[config.mk]
export PLATFORM = sky130hd
export DESIGN_NAME = hazard_stall_unit
export DESIGN_NICKNAME = d
export VERILOG_FILES = /design/src/rtl/hazard_stall_unit.sv
export SDC_FILE = /design/constraint.sdc
export NUM_CORES = 1
export LEC_CHECK = 0
export ABC_CLOCK_PERIOD_IN_PS = 4490
export BUFFER_PORTS_ARGS = -buffer_cell sky130_fd_sc_hd__buf_4
export CAP_MARGIN = 25
export CORE_ASPECT_RATIO = 1.5
export CORE_MARGIN = 3
export CORE_UTILIZATION = 37
export DETAILED_ROUTE_END_ITERATION = 12
export SLEW_MARGIN = 20
export SYNTH_ARGS = -nofsm -noshare
export SYNTH_HDL_FRONTEND = slang
export SYNTH_SLANG_ARGS = --single-unit
[constraint.sdc]
create_clock -name clk -period 4.49 [get_ports clk]
set_input_delay 0.898 -clock clk [delete_from_list [all_inputs] [get_ports clk]]
set_output_delay 0.898 -clock clk [all_outputs]
set_load 0.005 [all_outputs]
[src/rtl/hazard_stall_unit.sv]
// Stall/flush controller for the 5-stage pipeline: load-use bubbles, memory freezes,
// branch flushes, saturating perf counters and a sticky memory-timeout flag.
module hazard_stall_unit #(
    parameter int unsigned CNT_W   = 16,
    parameter int unsigned TIMEOUT = 64,
    parameter int unsigned TO_W    = 7
) (
    input  logic             clk,
    input  logic             reset,
    input  logic [4:0]       rs1_id,
    input  logic [4:0]       rs2_id,
    input  logic             use_rs1_id,
    input  logic             use_rs2_id,
    input  logic [4:0]       rd_ex,
    input  logic             MemRead_ex,
    input  logic             RegWrite_ex,
    input  logic             branch_taken_ex,
    input  logic             dmem_req_mem,
    input  logic             dmem_ready,
    output logic             PCWrite,
    output logic             IFIDWrite,
    output logic             IDEXWrite,
    output logic             EXMEMWrite,
    output logic             MEMWBWrite,
    output logic             bubble_idex,
    output logic             flush_ifid,
    output logic             flush_idex,
    output logic             mem_timeout,
    output logic [CNT_W-1:0] stall_count,
    output logic [CNT_W-1:0] flush_count
);

    typedef enum logic [1:0] {RUN, WAIT, ERR} state_t;

    localparam logic [TO_W-1:0] TIMEOUT_C = TO_W'(TIMEOUT);

    state_t           state_q, state_d;
    logic [TO_W-1:0]  wait_cnt_q, wait_cnt_d;
    logic             timeout_q, timeout_d;
    logic [CNT_W-1:0] stall_cnt_q, stall_cnt_d;
    logic [CNT_W-1:0] flush_cnt_q, flush_cnt_d;

    logic freeze;
    logic rs1_hit;
    logic rs2_hit;
    logic load_use;

    always_comb begin
        freeze   = dmem_req_mem & ~dmem_ready;
        rs1_hit  = use_rs1_id & (rs1_id == rd_ex);
        rs2_hit  = use_rs2_id & (rs2_id == rd_ex);
        load_use = MemRead_ex & RegWrite_ex & (rd_ex != 5'd0) & (rs1_hit | rs2_hit);
    end

    // Decode is purely combinational; reset forces the idle pattern without waiting for a clock.
    always_comb begin
        PCWrite     = 1'b1;
        IFIDWrite   = 1'b1;
        IDEXWrite   = 1'b1;
        EXMEMWrite  = 1'b1;
        MEMWBWrite  = 1'b1;
        bubble_idex = 1'b0;
        flush_ifid  = 1'b0;
        flush_idex  = 1'b0;
        if (!reset) begin
            if (freeze) begin
                PCWrite    = 1'b0;
                IFIDWrite  = 1'b0;
                IDEXWrite  = 1'b0;
                EXMEMWrite = 1'b0;
                MEMWBWrite = 1'b0;
            end else if (branch_taken_ex) begin
                flush_ifid = 1'b1;
                flush_idex = 1'b1;
            end else if (load_use) begin
                PCWrite     = 1'b0;
                IFIDWrite   = 1'b0;
                bubble_idex = 1'b1;
            end
        end
    end

    always_comb begin
        stall_cnt_d = stall_cnt_q;
        flush_cnt_d = flush_cnt_q;
        if (!PCWrite && stall_cnt_q != '1) stall_cnt_d = stall_cnt_q + 1'b1;
        if (flush_ifid && flush_cnt_q != '1) flush_cnt_d = flush_cnt_q + 1'b1;
    end

    always_comb begin
        state_d    = state_q;
        wait_cnt_d = wait_cnt_q;
        timeout_d  = timeout_q;
        case (state_q)
            RUN: begin
                if (freeze) begin
                    wait_cnt_d = TO_W'(1);
                    if (TIMEOUT <= 1) begin
                        state_d   = ERR;
                        timeout_d = 1'b1;
                    end else begin
                        state_d = WAIT;
                    end
                end
            end
            WAIT: begin
                if (!freeze) begin
                    state_d    = RUN;
                    wait_cnt_d = '0;
                end else begin
                    wait_cnt_d = wait_cnt_q + 1'b1;
                    if (wait_cnt_d >= TIMEOUT_C) begin
                        state_d   = ERR;
                        timeout_d = 1'b1;
                    end
                end
            end
            ERR:     timeout_d = 1'b1;
            default: state_d = RUN;
        endcase
    end

    always_ff @(posedge clk or posedge reset) begin
        if (reset) begin
            state_q     <= RUN;
            wait_cnt_q  <= '0;
            timeout_q   <= 1'b0;
            stall_cnt_q <= '0;
            flush_cnt_q <= '0;
        end else begin
            state_q     <= state_d;
            wait_cnt_q  <= wait_cnt_d;
            timeout_q   <= timeout_d;
            stall_cnt_q <= stall_cnt_d;
            flush_cnt_q <= flush_cnt_d;
        end
    end

    assign mem_timeout = timeout_q;
    assign stall_count = stall_cnt_q;
    assign flush_count = flush_cnt_q;

endmodule
==> results.md <==
* Psw at 0.3063 mW
* Met1 wire length at 2080 um
* TNS Setup at 0 ns
* Fin crit share at about 76%
* Synth Register Bits at 42
* Reg2Reg Setup Slack at 2.35 ns
* DR top layer: met4
* All-Layer GR Usage at 14.36%
* CP peak stage delay at 0.52 ns
* Crit path required time at approximately 3.6 ns
* Final Routed Wirelength at 4881 um
* Placement Cell Area at 2804 um^2
* Final setup vio count at 0
* Worst-Skew Late Latency at ~0.29 ns
* Remaining DRCs at 0
* DP HPWL at 3678 um
* Die area at 7133 um^2
* # Post-CTS Setup Buffers at 0
* Avg Cell Area, Syn at 10.23 um^2
* RSZ-0062 raised after global routing: no
* Deepest clock path buffer count at 2
* Netlist cell types at 45
* Startpoint Class: input port
* Met2 WL post-DR at 2426 um
* Nets at 315
* CP max-delay cell: or4_1
* Register clock-pin slew on the reported worst setup and hold paths at 0.08 ns
* # IOs at 65
* Port-buffer cells at 64
* Inst Count DP at 353
* CP arrival at 2.50 ns
* Synthesis warning total at 0
* Switching share of total power at slightly above 30%
* Register area share after synthesis at 46.28%
* DRT Pass-1 Iters at 4
* Final ANT Viol Nets at 0
* Via Count at 1798
* Cts repair resizes at 0
* Predominant post-synthesis flop cell: dfrtp_1
* Endpoint, Worst Hold: mem_timeout$_DFFE_PP0P_
* Largest net degree at the start of global routing at 44
* Minimum clock period at 3.400 ns
* Worst path cell trace: buf_4 > or4_1 > nor2_1 > nor4_4 > a21boi_2 > buf_4
* Core Rows at 34
* Most used cell, CP: buf_4
* Slew margin rel. at 48.56%
* Core area at 5871 um^2
* Peak VDD IR at 0.2156 mV
* Fin area at just under 3000 um^2
* Max-cap violations at 0
* Most area-hungry cell type in the Yosys netlist: dfrtp_1
* Run status: finished, final reports clean
* Final Hold Viols at 0
* Worst hold path startpoint: mem_timeout$_DFFE_PP0P_
* Chip Width at 69.97 um
* Worst-Margin Slew at 0.7670 ns
* Hold/Removal Path Class: reg2reg
* H-tree depth at 2
* Synth cell count leaders: dfrtp_1 (42), nand2_1 (25), xnor2_1 (21)
* Worst flop-to-flop path endpoint: stall_count[1]$_DFFE_PP0P_
* P_int at 0.7095 mW
* Initial Util at 38.68%
* Power Density at 350.4 nW/um^2
* Final core utilization at between 40% and 50%
* First DRT Iteration DRCs at 51
* Most common cell in the netlist: dfrtp_1
* CP Launch Point: rd_ex[0]
* Crit end category: primary output
* Clock share of power at 25.2%
* GRT overflow at 0
* R2r worst-path depth at 6
* Initial antenna violation count at 0
* Vias in the first global route at approximately 1800
* Combinational fraction of design power at about a quarter
* EDFF count, synth at 0
* Syn Inst Count at 222
* Net Count, Synth at 249
* Ant diodes at 0
* F_max at 294.1 MHz
* Worst Path Class, Setup: in2out
* Non-Filler Instances at 361
* Gpl congestion at between 0.7 and 0.8
* Min-Delay Path Depth at 1
* CTS tree: done
* Met3 WL at 297 um
* Leading post-synthesis cells by cell area: dfrtp_1 (46%), xnor2_1 (8.1%), xor2_1 (6.2%)
* Layout cells sized above 1 at 31.14%
* CTS buffer count at 5
* Post-Syn Area at between 2000 and 2500 um^2
* Avg WL per Cell at 13.52 um
* FFs w/ async S/R, synth at 100.0%
* Pleak at approximately 1.3 nW
* Layout area overhead at 27.66%
* First-pass GRT wire length at 8376 um
* Die Y-Extent at ~100 um
* Clk root buf: clkbuf_8
* Vias per cell at roughly 5
* Crit path max fanout at 12
* Clock skew at 0.004936 ns
* Tot Pwr at 1.016 mW
* Flop pwr share at about half
* Worst r2r src: stall_count[0]$_DFFE_PP0P_
* Clk sink count at 42
* Synth top area share at 46.28%
* Hold buffer count at cts at 0
* Fin. max-slew vios at 0
## final cells by class
class	instances	area, um^2
Multi-Input combinational cell	165	1141
Fill cell	544	2972
Tap cell	72	90.09
Clock inverter	2	12.51
Timing Repair Buffer	65	488.0
Sequential cell	42	1051
Inverter	9	33.78
Clock buffer	6	82.58
## worst max-delay path: cells and delay by family
| family | cells | cell delay [ns] |
|---|---|---|
| AND/OR/NAND/NOR | 3 | 0.79 |
| buffers and inverters | 2 | 0.34 |
| AO/OA/AOI/OAI | 1 | 0.47 |
## routing by layer
| layer | track usage (%) | vias up |
|---|---|---|
| met3 | 3.248 | 6 |
| met2 | 25.42 | 55 |
| li1 | - | 899 |
| met5 | 0 | - |
| met1 | 17.05 | 838 |
| met4 | 5.310 | 0 |
## metrics by stage
step	worst slack, ns	hold slack [ns]
2_1_floorplan	0.9561	0.4422
3_3_place_gp	1.096	0.4588
3_5_place_dp	1.075	0.4592
4_1_cts	1.074	0.4802
5_1_grt	0.9399	0.5155
6_report	1.090	0.4743
## registers in the layout, indices dropped and copies added, names as in the netlist
name and count:
mem_timeout 1, wait_cnt_q 7, state_q 2, flush_count 16
stall_count 16
## power by group through the flow
stage	clock network [mW]	registers, mW	logic [mW]
after detailed placement	0	0.516	0.258
after CTS	0.269	0.509	0.259
after global routing	0.283	0.519	0.284
final	0.256	0.505	0.254
after floorplan	0	0.505	0.124
after global placement	0	0.515	0.253
## kinds of logic (layout without fill, tap and decap cells)
group	count (synthesis)	after routing	share of synthesized area [%]
xor+xnor	37	37	14.27
compound gates	26	26	8.596
buf+inv	15	82	3.471
mux	5	5	2.534
fa+ha+maj	3	3	1.653
simple gates	94	94	23.20
flops	42	42	46.28
## worst max-delay path by stage
stage                 to  cells past startpoint
4_1_cts        IFIDWrite                      6
3_3_place_gp     PCWrite                      6
2_1_floorplan    PCWrite                      5
3_5_place_dp   IFIDWrite                      6
6_report       IFIDWrite                      6
5_1_grt        IFIDWrite                      6
## cell usage in the layout (no fill, tap or decap), drive strengths merged, types with 4 or more instances in the layout
master  Yosys  layout
dfrtp      42      42
nand2      25      25
o21ai       7       7
xnor2      21      21
nand3      17      17
buf         5      65
nor2       13      13
and3        4       4
xor2       16      16
a21oi       4       4
nand4       6       6
nand2b      4       4
nor4        5       5
inv         9       9
clkbuf      1       6
nor3       10      10
(Power assumes the default switching activity.)
